<file path="src/rtl/fos_pkg.sv">
// Shared definitions for the first-order-section inverse: default widths,
// control FSM states and radix-4 Booth digit decoding.
package fos_pkg;

  localparam int FOS_DATA_W = 32;
  localparam int FOS_COEF_W = 11;

  // Control FSM states of the inverse section.
  typedef enum logic [1:0] {
    IDLE = 2'd0,
    MULT = 2'd1,
    OUT  = 2'd2
  } state_e;

  // Radix-4 Booth digit: selects 0, +/-a or +/-2a as the partial product.
  typedef enum logic [2:0] {
    ZERO = 3'd0,
    P1   = 3'd1,
    P2   = 3'd2,
    M1   = 3'd3,
    M2   = 3'd4
  } booth_e;

  // Decode a multiplier triplet {b[2i+1], b[2i], b[2i-1]} into a Booth digit.
  function automatic booth_e booth_decode(input logic [2:0] trip);
    booth_e d;
    case (trip)
      3'b001, 3'b010: d = P1;
      3'b011:         d = P2;
      3'b100:         d = M2;
      3'b101, 3'b110: d = M1;
      default:        d = ZERO;
    endcase
    return d;
  endfunction

endpackage

</file>
<file path="src/rtl/booth_r4_seq.sv">
// Iterative radix-4 Booth multiplier: one Booth digit per cycle.
// prod holds the low DATA_W bits of the signed product a*b and is valid
// while done pulses, N_DIG cycles after start.
module booth_r4_seq
  import fos_pkg::*;
#(
  parameter int DATA_W = FOS_DATA_W,
  parameter int COEF_W = FOS_COEF_W,
  parameter int N_DIG  = (COEF_W + 1) / 2
) (
  input  logic              clk,
  input  logic              reset,
  input  logic              start,
  input  logic [DATA_W-1:0] a,
  input  logic [COEF_W-1:0] b,
  output logic [DATA_W-1:0] prod,
  output logic              done
);

  // Multiplier register holds b with an appended zero below bit 0 and at
  // least one sign-extension bit above, so every triplet is well defined.
  localparam int BW    = 2 * N_DIG + 2;
  localparam int EXT   = BW - COEF_W - 1;
  localparam int CNT_W = $clog2(N_DIG) + 1;
  localparam logic [CNT_W-1:0] LAST = CNT_W'(N_DIG - 1);

  logic [DATA_W-1:0] mcand_q;
  logic [DATA_W-1:0] acc_q;
  logic [BW-1:0]     mplr_q;
  logic [CNT_W-1:0]  cnt_q;
  logic              busy_q;
  logic              done_q;

  booth_e            dig;
  logic [DATA_W-1:0] pp;

  // Partial product for the current digit; mcand_q is already shifted by 2i.
  always_comb begin
    dig = booth_decode(mplr_q[2:0]);
    pp  = '0;
    case (dig)
      P1:      pp = mcand_q;
      P2:      pp = mcand_q << 1;
      M1:      pp = -mcand_q;
      M2:      pp = -(mcand_q << 1);
      default: pp = '0;
    endcase
  end

  // Load operands on start, then accumulate one digit per cycle.
  always_ff @(posedge clk) begin
    if (!reset) begin
      mcand_q <= '0;
      acc_q   <= '0;
      mplr_q  <= '0;
      cnt_q   <= '0;
      busy_q  <= 1'b0;
      done_q  <= 1'b0;
    end else begin
      done_q <= 1'b0;
      if (start) begin
        mcand_q <= a;
        mplr_q  <= {{EXT{b[COEF_W-1]}}, b, 1'b0};
        acc_q   <= '0;
        cnt_q   <= '0;
        busy_q  <= 1'b1;
      end else if (busy_q) begin
        acc_q   <= acc_q + pp;
        mcand_q <= mcand_q << 2;
        mplr_q  <= {{2{mplr_q[BW-1]}}, mplr_q[BW-1:2]};
        cnt_q   <= cnt_q + 1'b1;
        if (cnt_q == LAST) begin
          busy_q <= 1'b0;
          done_q <= 1'b1;
        end
      end
    end
  end

  assign prod = acc_q;
  assign done = done_q;

endmodule

</file>
<file path="src/rtl/fos_inverse_seq.sv">
// Sequential inverse of the first-order section:
//   x[n] = y[n] + x[n-1] - a1*y[n-1]   (all modulo 2^DATA_W)
// Handshake: a transfer happens on a rising clk edge where valid and ready
// are both high; a producer holding valid keeps its data stable until then,
// and x_out/out_valid never change while out_valid=1 and out_ready=0.
module fos_inverse_seq
  import fos_pkg::*;
#(
  parameter int DATA_W = FOS_DATA_W,
  parameter int COEF_W = FOS_COEF_W
) (
  input  logic              clk,
  input  logic              reset,
  input  logic [DATA_W-1:0] y_in,
  input  logic              in_valid,
  output logic              in_ready,
  input  logic [COEF_W-1:0] a1,
  input  logic              clr,
  output logic [DATA_W-1:0] x_out,
  output logic              out_valid,
  input  logic              out_ready
);

  state_e            state_q;
  state_e            state_d;
  logic              accept;
  logic              mul_done;
  logic [DATA_W-1:0] mul_a;
  logic [DATA_W-1:0] prod;
  logic [DATA_W-1:0] x_new;
  logic [DATA_W-1:0] y_prev_q;
  logic [DATA_W-1:0] x_prev_q;
  logic [DATA_W-1:0] y_cur_q;
  logic [DATA_W-1:0] x_out_q;
  logic              out_valid_q;

  assign in_ready = (state_q == IDLE);
  assign accept   = in_valid && in_ready;

  // A clear coinciding with an accept wins, so the multiplier sees zero history.
  assign mul_a = clr ? '0 : y_prev_q;
  assign x_new = y_cur_q + x_prev_q - prod;

  // The multiplier latches a1 at start, so it acts as a1_cur for the whole
  // computation; later a1 changes only matter at the next accept.
  booth_r4_seq #(
    .DATA_W (DATA_W),
    .COEF_W (COEF_W)
  ) u_mul (
    .clk   (clk),
    .reset (reset),
    .start (accept),
    .a     (mul_a),
    .b     (a1),
    .prod  (prod),
    .done  (mul_done)
  );

  // State register.
  always_ff @(posedge clk) begin
    if (!reset) state_q <= IDLE;
    else        state_q <= state_d;
  end

  // Next-state logic.
  always_comb begin
    state_d = state_q;
    case (state_q)
      IDLE:    if (in_valid) state_d = MULT;
      MULT:    if (mul_done) state_d = OUT;
      OUT:     if (out_ready) state_d = IDLE;
      default: state_d = IDLE;
    endcase
  end

  // History, captured sample and output registers.
  always_ff @(posedge clk) begin
    if (!reset) begin
      y_prev_q    <= '0;
      x_prev_q    <= '0;
      y_cur_q     <= '0;
      x_out_q     <= '0;
      out_valid_q <= 1'b0;
    end else begin
      case (state_q)
        IDLE: begin
          if (clr) begin
            y_prev_q <= '0;
            x_prev_q <= '0;
          end
          if (accept) y_cur_q <= y_in;
        end
        MULT: begin
          if (mul_done) begin
            x_out_q     <= x_new;
            x_prev_q    <= x_new;
            y_prev_q    <= y_cur_q;
            out_valid_q <= 1'b1;
          end
        end
        OUT: begin
          if (out_ready) out_valid_q <= 1'b0;
        end
        default: out_valid_q <= 1'b0;
      endcase
    end
  end

  assign x_out     = x_out_q;
  assign out_valid = out_valid_q;

endmodule

</file>
<file path="config.mk">
export PLATFORM = sky130hd
export DESIGN_NAME = fos_inverse_seq
export DESIGN_NICKNAME = d
export VERILOG_FILES = /design/src/rtl/fos_pkg.sv /design/src/rtl/booth_r4_seq.sv /design/src/rtl/fos_inverse_seq.sv
export SDC_FILE = /design/constraint.sdc
export NUM_CORES = 1
export LEC_CHECK = 0
export CAP_MARGIN = 10
export CORE_MARGIN = 4
export CORE_UTILIZATION = 61
export CTS_CLUSTER_DIAMETER = 80
export DETAILED_ROUTE_END_ITERATION = 8
export PLACE_DENSITY = 0.89
export SLEW_MARGIN = 20
export SYNTH_ARGS = -nofsm -noshare
export SYNTH_HDL_FRONTEND = slang
export SYNTH_SLANG_ARGS = --single-unit
</file>
<file path="constraint.sdc">
create_clock -name clk -period 4.9 [get_ports clk]
set_input_delay 0.98 -clock clk [delete_from_list [all_inputs] [get_ports clk]]
set_output_delay 0.98 -clock clk [all_outputs]
set_load 0.02 [all_outputs]
</file>
### Word-level counts from Yosys, hierarchy flattened

Index checks and enable logic that the tools add are counted.

| storage, ports and cells | value |
|---|---|
| flip-flop bits (word level) | 215 |

| operators by class | value |
|---|---|
| add/sub/neg operators | 6 |
| reduce and logical (&&, ||, !) cells | 14 |
| multiplexer cells | 23 |
| equality and inequality tests | 17 |
| bitwise gates (word level) | 3 |

Operators by type and width:

| kind | count |
|---|---|
| 2-to-1 mux 32 bit | 6 |
| one-hot mux 32 bit (2 select lines) | 2 |
| one-hot mux 32 bit (4 select lines) | 1 |
| adder 32 bit | 2 |
| negation 32 bit | 2 |
| subtractor 32 bit | 1 |
| 2-to-1 mux 14 bit | 1 |
| 2-to-1 mux 13 bit | 1 |
| equality test 3 x 2 -> 1 bit (second input constant) | 4 |
| equality test 3 bit (second input constant) | 4 |
| one-hot mux 3 bit (4 select lines) | 1 |
| AND reduction 3 bit | 3 |
| equality test 3 x 1 -> 1 bit (second input constant) | 2 |
| 2-to-1 mux 1 bit | 6 |
| 2-to-1 mux 2 bit | 3 |
| one-hot mux 2 bit (3 select lines) | 1 |
| AND reduction 2 bit | 3 |
| OR reduction 2 bit | 3 |
| adder 4 x 1 -> 4 bit (second input constant) | 1 |
| equality test 4 x 3 -> 1 bit (second input constant) | 1 |
| != test 2 x 1 -> 1 bit (second input constant) | 2 |
| != test 2 bit (second input constant) | 2 |
| nonzero test 2 bit | 2 |
| NOT 1 bit | 3 |
| other kinds (6) | 6 |

### Logic depth before layout (Yosys ltp)

Gate-level depths: netlist (run 1).

| depth | value |
|---|---|
| depth after elaboration | 6 |
| mapped depth | 19 |

### Modules after synthesis

A second synthesis (run 1) with hierarchy kept.

| second synthesis, totals | value |
|---|---|
| cells, all modules | 1884 |
| area, all modules | 14586.5 µm² |

Modules (own cells, without submodules):

| module | seq. area each (µm²) | times used | area each (µm²) | cells each |
|---|---|---|---|---|
| fos_inverse_seq | 2622.5 | 1 | 7527.2 | 928 |
| booth_r4_seq | 1661.6 | 1 | 7059.3 | 956 |

### Least setup slack after synthesis (run 1)

No wires, ideal clock.

| path | value |
|---|---|
| path kind | flip-flop to flip-flop |
| start point | register u_mul.mcand_q[0] |
| end point | register u_mul.acc_q[31], in the netlist u_mul.prod[31] |
| cell stages (with the launch flop) | 18 |
| clock period less this slack | 4327 ps |
| arrival | 4208 ps |
| slack | 573 ps |
| required time | 4781 ps |
| setup time | 119 ps |
| cells stage by stage | dfxtp_1 -> inv_1 -> ha_1 -> or4b_4 -> or4_1 -> nand2_1 -> xnor2_1 -> a221oi_1 -> a31oi_1 -> ha_1 -> and4_1 -> a221oi_1 -> a21oi_1 -> o2111ai_1 -> a21oi_1 -> or4_4 -> a31oi_1 -> nor3b_2 |

| between the ends | value |
|---|---|
| longest elaborated chain between the ends | 3 |

RTL lines:

| what | RTL line | RTL |
|---|---|---|
| start: declaration | booth_r4_seq.sv:27 | `logic [DATA_W-1:0] mcand_q;` |
| start signal: assignment | booth_r4_seq.sv:69 | `mcand_q <= mcand_q << 2;` |
| negation 32 bit (on tied branches) | booth_r4_seq.sv:44, booth_r4_seq.sv:45 |  |
| one-hot mux 32 bit (4 select lines) * | booth_r4_seq.sv:41 | `case (dig)` |
| adder 32 bit * | booth_r4_seq.sv:68 | `acc_q <= acc_q + pp;` |
| end signal: assignment | booth_r4_seq.sv:68 |  |
| end: declaration | booth_r4_seq.sv:28 | `logic [DATA_W-1:0] acc_q;` |

Every way passes the cells marked *; elsewhere a longest branch is shown, timed or not.
A chain may end at the register's enable or synchronous reset.

### Final worst setup path (run 1)

| path | value |
|---|---|
| start point | register u_mul.mcand_q[0] |
| end point | register u_mul.acc_q[28], in the netlist u_mul.prod[28] |

The elaborated chain is that of the path after synthesis.

==> impl_metrics.tcl, run 1 <==
set metrics [dict create \
    yosys.area_share.simple 0.204 \
    clockBufferDepth 3 \
    power_frac_seq 0.411 \
    synthMuxAreaShare 0.0443 \
    grt_overflow 0 \
    critical_path_class "register to register" \
    seq_area_frac_synth 0.293 \
    portBuffers 81 \
    tns_ns 0 \
    crit_chain "inv_1 -> ha_2 -> or4b_4 -> nand3b_1 -> or4_4 -> xnor2_1 -> o22ai_1 -> a32oi_1 -> a21oi_1 -> ha_1 -> and2_1 -> and2_1 -> and3_1 -> a221oi_1 -> nand2_1 -> a211oi_2 -> xor2_1 -> o22ai_1" \
    hold_path_end "x_out[18]" \
    synthArstFlopShare 0 \
    period_needed_ns 4.79 \
    htreeDepth 1 \
    fillers 1847 \
    reg2reg_from "u_mul.mcand_q[0]" \
    synth_cells 1826 \
    design.core.area_um2 23500 \
    p_sw_w 0.00124 \
    grt_pass1_vias 12991 \
    p_per_area_nw_per_um2 268 \
    start_kind "register" \
    place_inst 2126 \
    finalHoldViolCount 0 \
    final_common_cell "nand2_1" \
    antenna_found_initial 1 \
    cp_max_fo 7 \
    worstPathArrival_ns 5.17 \
    worst_r2r_path_depth 18 \
    drcViolationCount 0 \
    nNetsFinal 1987 \
    min_path_type "register to register" \
    gp_congestion 0.971 \
    finalNonFillerCells 2178 \
    critPathTopFamily "simple AND/OR/NAND/NOR gates" \
    syn_avg_cell_area_um2 8.01 \
    p_comb_frac 0.168 \
    fin_ws_ns 0.108 \
    ir_drop_mv 0.360 \
    numCtsBuffers 24 \
    die_w_um 163 \
    synth_xor_area_frac 0.0461 \
    synth-edff-count 0 \
    ys_warn_count 0 \
    synth.net_count 1972 \
    dr.pass1.iters 9 \
    cts_tree "yes" \
    initial_core_util 0.621 \
    dieHeight_um 163 \
    wl_um 42200 \
    yosysUniqueCellTypes 78 \
    clk_latency_ns 0.53 \
    drive_above_1_share 0.0657 \
    r2r-end "u_mul.prod[28]" \
    crit_path_start "u_mul.mcand_q[0]" \
    fmax_mhz 209 \
    pre_cts_ws_ns 0.0745 \
    worst_path_max_delay_cell "or4b_4" \
    total_power_w 0.00440 \
    tightest_slew_ns 0.852 \
    crit_buf_inv 1 \
    mostFrequentLayoutCells "nand2_1, dfxtp_1, inv_1" \
    viasPerCell 6.24 \
    vias 13581 \
    setup_viol 0 \
    cts_sinks 214 \
    wl_per_cell_um 19.4 \
    relSlewSlack 0.432 \
    drt-initial-drc-count 1548 \
    area_growth_pct 12.2 \
    synth_top_family_by_area "compound AO/OA/AOI/OAI gates" \
    hold_depth 2 \
    endpoint_kind "register" \
    postRouteAntennaNets 0 \
    syn-cell-area_um2 14600 \
    detailed_place_hpwl_um 29800 \
    slew_viol_final 0 \
    finalCritPeriodShare 0.978 \
    clock_skew_ns 0.0132 \
    hold_start "x_out[18]" \
    worstPathRequired_ns 5.28 \
    ys_ff_latch 214 \
    synth_compound_area_frac 0.232 \
    slowest_delay_ns 0.51 \
    path_clk_slew_ns 0.06 \
    p_clk_frac 0.421 \
    switching_share 0.282 \
    leakagePower_nw 6.84 \
    p_int_w 0.00316 \
    status "complete, no violations" \
    pin_count 82 \
    cap_violations 0 \
    yosys.area_share.adder 0.100 \
    grt_pass1_wl_um 66600 \
    r2r_slack_ns 0.11 \
    fp.dieArea_um2 26500 \
    ys.flop_type "dfxtp_1" \
    rows 56 \
    grt_max_degree 76 \
    grt_use_total 0.306 \
    root_buffer "clkbuf_16" \
]
-- layer usage --
layer  GRT usage  vias up  share of wire
li1            -     6361              -
met1       0.387     6457           0.40
met2       0.520      640           0.48
met3      0.0420      123          0.071
met4       0.141        0          0.048
met5           0        -              0
-- cell type report --
class | instances | area (um2) | share of cell area
Timing Repair Buffer | 117 | 1080 | 0.0657
Clock inverter | 8 | 96.3 | 0.00587
Multi-Input combinational cell | 1334 | 9290 | 0.566
Sequential cell | 214 | 4290 | 0.261
Antenna cell | 1 | 2.50 | 0.000152
Clock buffer | 35 | 704 | 0.0429
Inverter | 150 | 563 | 0.0343
Tap cell | 319 | 399 | 0.0243
-- state kept, by name (all words and copies together) (netlist names) --
name / cells
state_q: 2
u_mul.mcand_q: 32
u_mul.cnt_q: 4
x_out: 32
y_prev_q: 32
u_mul.mplr_q: 13
u_mul.done: 1
out_valid: 1
x_prev_q: 32
u_mul.prod: 32
y_cur_q: 32
u_mul.busy_q: 1
-- cell families (layout without fill, tap and decap cells) --
kind of cell,after synthesis,after routing
AND/OR/NAND/NOR,602,602
buffers and inverters,278,310
adder cells (fa/ha/maj),98,98
multiplexers,64,64
XOR/XNOR,77,77
AO/OA/AOI/OAI,493,493
other,0,1
flip-flops,214,214
-- tightest hold or removal path: stages, from the launching register on --
cell	delay [ns]
dfxtp_1	0.31
nand2_1	0.05
nand2_1	0.05
-- worst max-delay path by stage --
stage | endpoint | slack [ns] | cells past startpoint
after CTS | u_mul.prod[31] | 0.08 | 18
after detailed placement | u_mul.prod[31] | 0.07 | 18
after global placement | u_mul.prod[31] | 0.20 | 18
final | u_mul.prod[28] | 0.11 | 18
after global routing | u_mul.prod[30] | -0.08 | 18
after floorplan | u_mul.prod[31] | 0.57 | 17
-- what timing repair did --
item                                    4_1_cts  5_1_grt
hold buffers                                  0        0
resized for setup                             0       23
setup buffers                                 0        8
endpoints found under the setup margin        0        4
-- stage by stage --
step           cell area (um2)  hold slack, ns   util
2_1_floorplan            14600           0.422      -
3_3_place_gp             15500           0.428  0.656
3_5_place_dp             15500           0.436  0.656
4_1_cts                  16300           0.445  0.690
5_1_grt                  16400           0.467  0.697
6_report                 16400           0.447  0.697
-- cells in the mapped netlist, types with 9 or more instances --
master / count / area share
a31oi_1: 17 / 0.0073
a22oi_1: 37 / 0.019
clkbuf_1: 88 / 0.023
buf_1: 21 / 0.0054
a221oi_1: 20 / 0.012
o211a_1: 13 / 0.0089
nand2b_1: 14 / 0.0060
and2_1: 12 / 0.0051
mux2i_1: 60 / 0.041
nand2_1: 260 / 0.067
o211ai_1: 13 / 0.0067
and3_1: 15 / 0.0064
nor3_1: 23 / 0.0079
inv_1: 148 / 0.038
a211oi_1: 14 / 0.0072
o21a_1: 48 / 0.025
nor3b_1: 32 / 0.016
dfxtp_1: 214 / 0.29
ha_1: 66 / 0.056
o31ai_1: 9 / 0.0046
or3_1: 20 / 0.0086
nand3b_1: 12 / 0.0062
a21boi_0: 69 / 0.035
fa_1: 32 / 0.044
xor2_1: 31 / 0.019
nor2b_1: 40 / 0.017
a21o_1: 41 / 0.021
a21oi_1: 88 / 0.030
o21ai_0: 69 / 0.024
nor2_1: 99 / 0.025
nand3_1: 28 / 0.0096
xnor2_1: 46 / 0.028
-- power groups by stage --
stage | combinational, W | sequential [W] | clock (W)
after CTS | 0.000719 | 0.00181 | 0.00186
after global routing | 0.000798 | 0.00181 | 0.00192
after detailed placement | 0.000711 | 0.00185 | 0
after floorplan | 0.000531 | 0.00182 | 0
final | 0.000739 | 0.00181 | 0.00185
after global placement | 0.000693 | 0.00184 | 0
Note: power is estimated with default switching activity, not from simulation.
==> run 2, diff against run 1 <==
CORE_UTILIZATION = 50   (was 61)
PLACE_DENSITY = 0.77   (was 0.89)
==> impl_metrics.tcl, run 2 (same netlist as run 1, synthesis figures left out) <==
set metrics [dict create \
    cp_max_fo 9 \
    drcViolationCount 0 \
    area_growth_pct 12.5 \
    period_needed_ns 4.60 \
    worstPathArrival_ns 5.01 \
    nNetsFinal 1988 \
    numCtsBuffers 24 \
    cts_tree "yes" \
    finalNonFillerCells 2242 \
    hold_buffers 0 \
    grt_pass1_wl_um 65400 \
    vias 13210 \
    fillers 2637 \
    routedLengthMet1_um 18100 \
    grt_overflow 0 \
    tightest_slew_ns 0.841 \
    finalHoldViolCount 0 \
    grt_use_total 0.253 \
    layout.area.seq_um2 4290 \
    root_buffer "clkbuf_16" \
    clock_skew_ns 0.0120 \
    final_common_cell "nand2_1" \
    p_per_area_nw_per_um2 266 \
    cap_violations 0 \
    ir_drop_mv 0.292 \
    drt-initial-drc-count 1128 \
    htreeDepth 1 \
    grt_pass1_vias 12337 \
    fmax_mhz 217 \
    wl_met2_um 19200 \
    clk_latency_ns 0.53 \
    design.core.area_um2 28800 \
    finalCritPeriodShare 0.939 \
    portBuffers 81 \
    wl_um 41500 \
    leakagePower_nw 6.84 \
    placed_area_um2 15600 \
    mostFrequentLayoutCells "nand2_1, dfxtp_1, inv_1" \
    start_kind "register" \
    highest_layer "met4" \
    critical_path_class "register to register" \
    worst_r2r_path_depth 17 \
    status "complete, no violations" \
    gp_congestion 0.945 \
    wl_per_cell_um 18.5 \
    detailed_place_hpwl_um 30200 \
    endpoint_kind "register" \
    die_w_um 179 \
    fin_util 0.572 \
    clockBufferDepth 3 \
    diodes 0 \
    wl_met3_um 2740 \
    min_path_type "register to register" \
    relSlewSlack 0.440 \
    postRouteAntennaNets 0 \
    fin_area_um2 16500 \
    grt_max_degree 94 \
    slew_viol_final 0 \
    initial_core_util 0.508 \
    antenna_found_initial 0 \
    rows 62 \
    dieHeight_um 179 \
    multi_input_area_um2 9250 \
    path_clk_slew_ns 0.07 \
    dr.pass1.iters 5 \
    worstPathRequired_ns 5.31 \
    setup_viol 0 \
    place_inst 2197 \
    cts_sinks 214 \
    tns_ns 0 \
    viasPerCell 5.89 \
    fp.dieArea_um2 32100 \
    hold_depth 2 \
    drive_above_1_share 0.0624 \
    pin_count 82 \
]
[run 2: area by class of cell]
| type | count | area share |
|---|---|---|
| multi-input combinational | 1334 | 0.562 |
| sequential | 214 | 0.261 |
| timing repair buffer | 118 | 0.0660 |
| clock buffer | 31 | 0.0412 |
| inverter | 150 | 0.0342 |
| tap | 384 | 0.0292 |
| clock inverter | 11 | 0.00677 |
[run 2: power by group]
part / leakage, nW / total, W / switching (W) / internal [W]
clock: 0.393 / 0.00183 / 0.000749 / 0.00108
sequential: 1.73 / 0.00181 / 0.0000383 / 0.00177
combinational: 4.71 / 0.000740 / 0.000449 / 0.000291
[run 2: repair_timing]
item / CTS / global route
buffers inserted: 0 / 3
gates resized for setup: 0 / 14
endpoints found under the setup margin: 0 / 4
[run 2: final timing paths]
| check | start | end | slack [ns] |
|---|---|---|---|
| hold / removal | x_out[18] | x_out[18] | 0.45 |
| setup / recovery | u_mul.mcand_q[2] | u_mul.prod[31] | 0.30 |
| hold reg to reg | x_out[18] | x_out[18] | 0.45 |
| setup reg to reg | u_mul.mcand_q[2] | u_mul.prod[31] | 0.30 |
[run 2: per-stage QoR]
step                      power [W]  setup slack, ns  hold WS [ns]
after floorplan             0.00235            0.573         0.422
after global placement      0.00255            0.278         0.430
after detailed placement    0.00257            0.191         0.435
after CTS                   0.00439            0.169         0.448
after global routing        0.00453          -0.0280         0.471
final                       0.00437            0.299         0.446
[run 2: layer usage]
metal,vias to the layer above,global-route usage
met3,95,0.0348
met1,6289,0.342
met4,0,0.0831
met2,455,0.416
met5,-,0
li1,6371,-
[run 2: worst max-delay path: stages (launching register included)]
cell	delay (ns)
dfxtp_1	0.39
or3_1	0.40
or3_1	0.44
nor2_1	0.33
nand4b_1	0.20
nand2_1	0.13
xnor2_1	0.08
a221oi_1	0.32
a31oi_1	0.08
ha_1	0.24
a21o_1	0.22
a21o_1	0.18
a2111oi_1	0.36
o22a_1	0.22
a21oi_1	0.09
or4_4	0.56
a31oi_2	0.20
nor3b_2	0.06
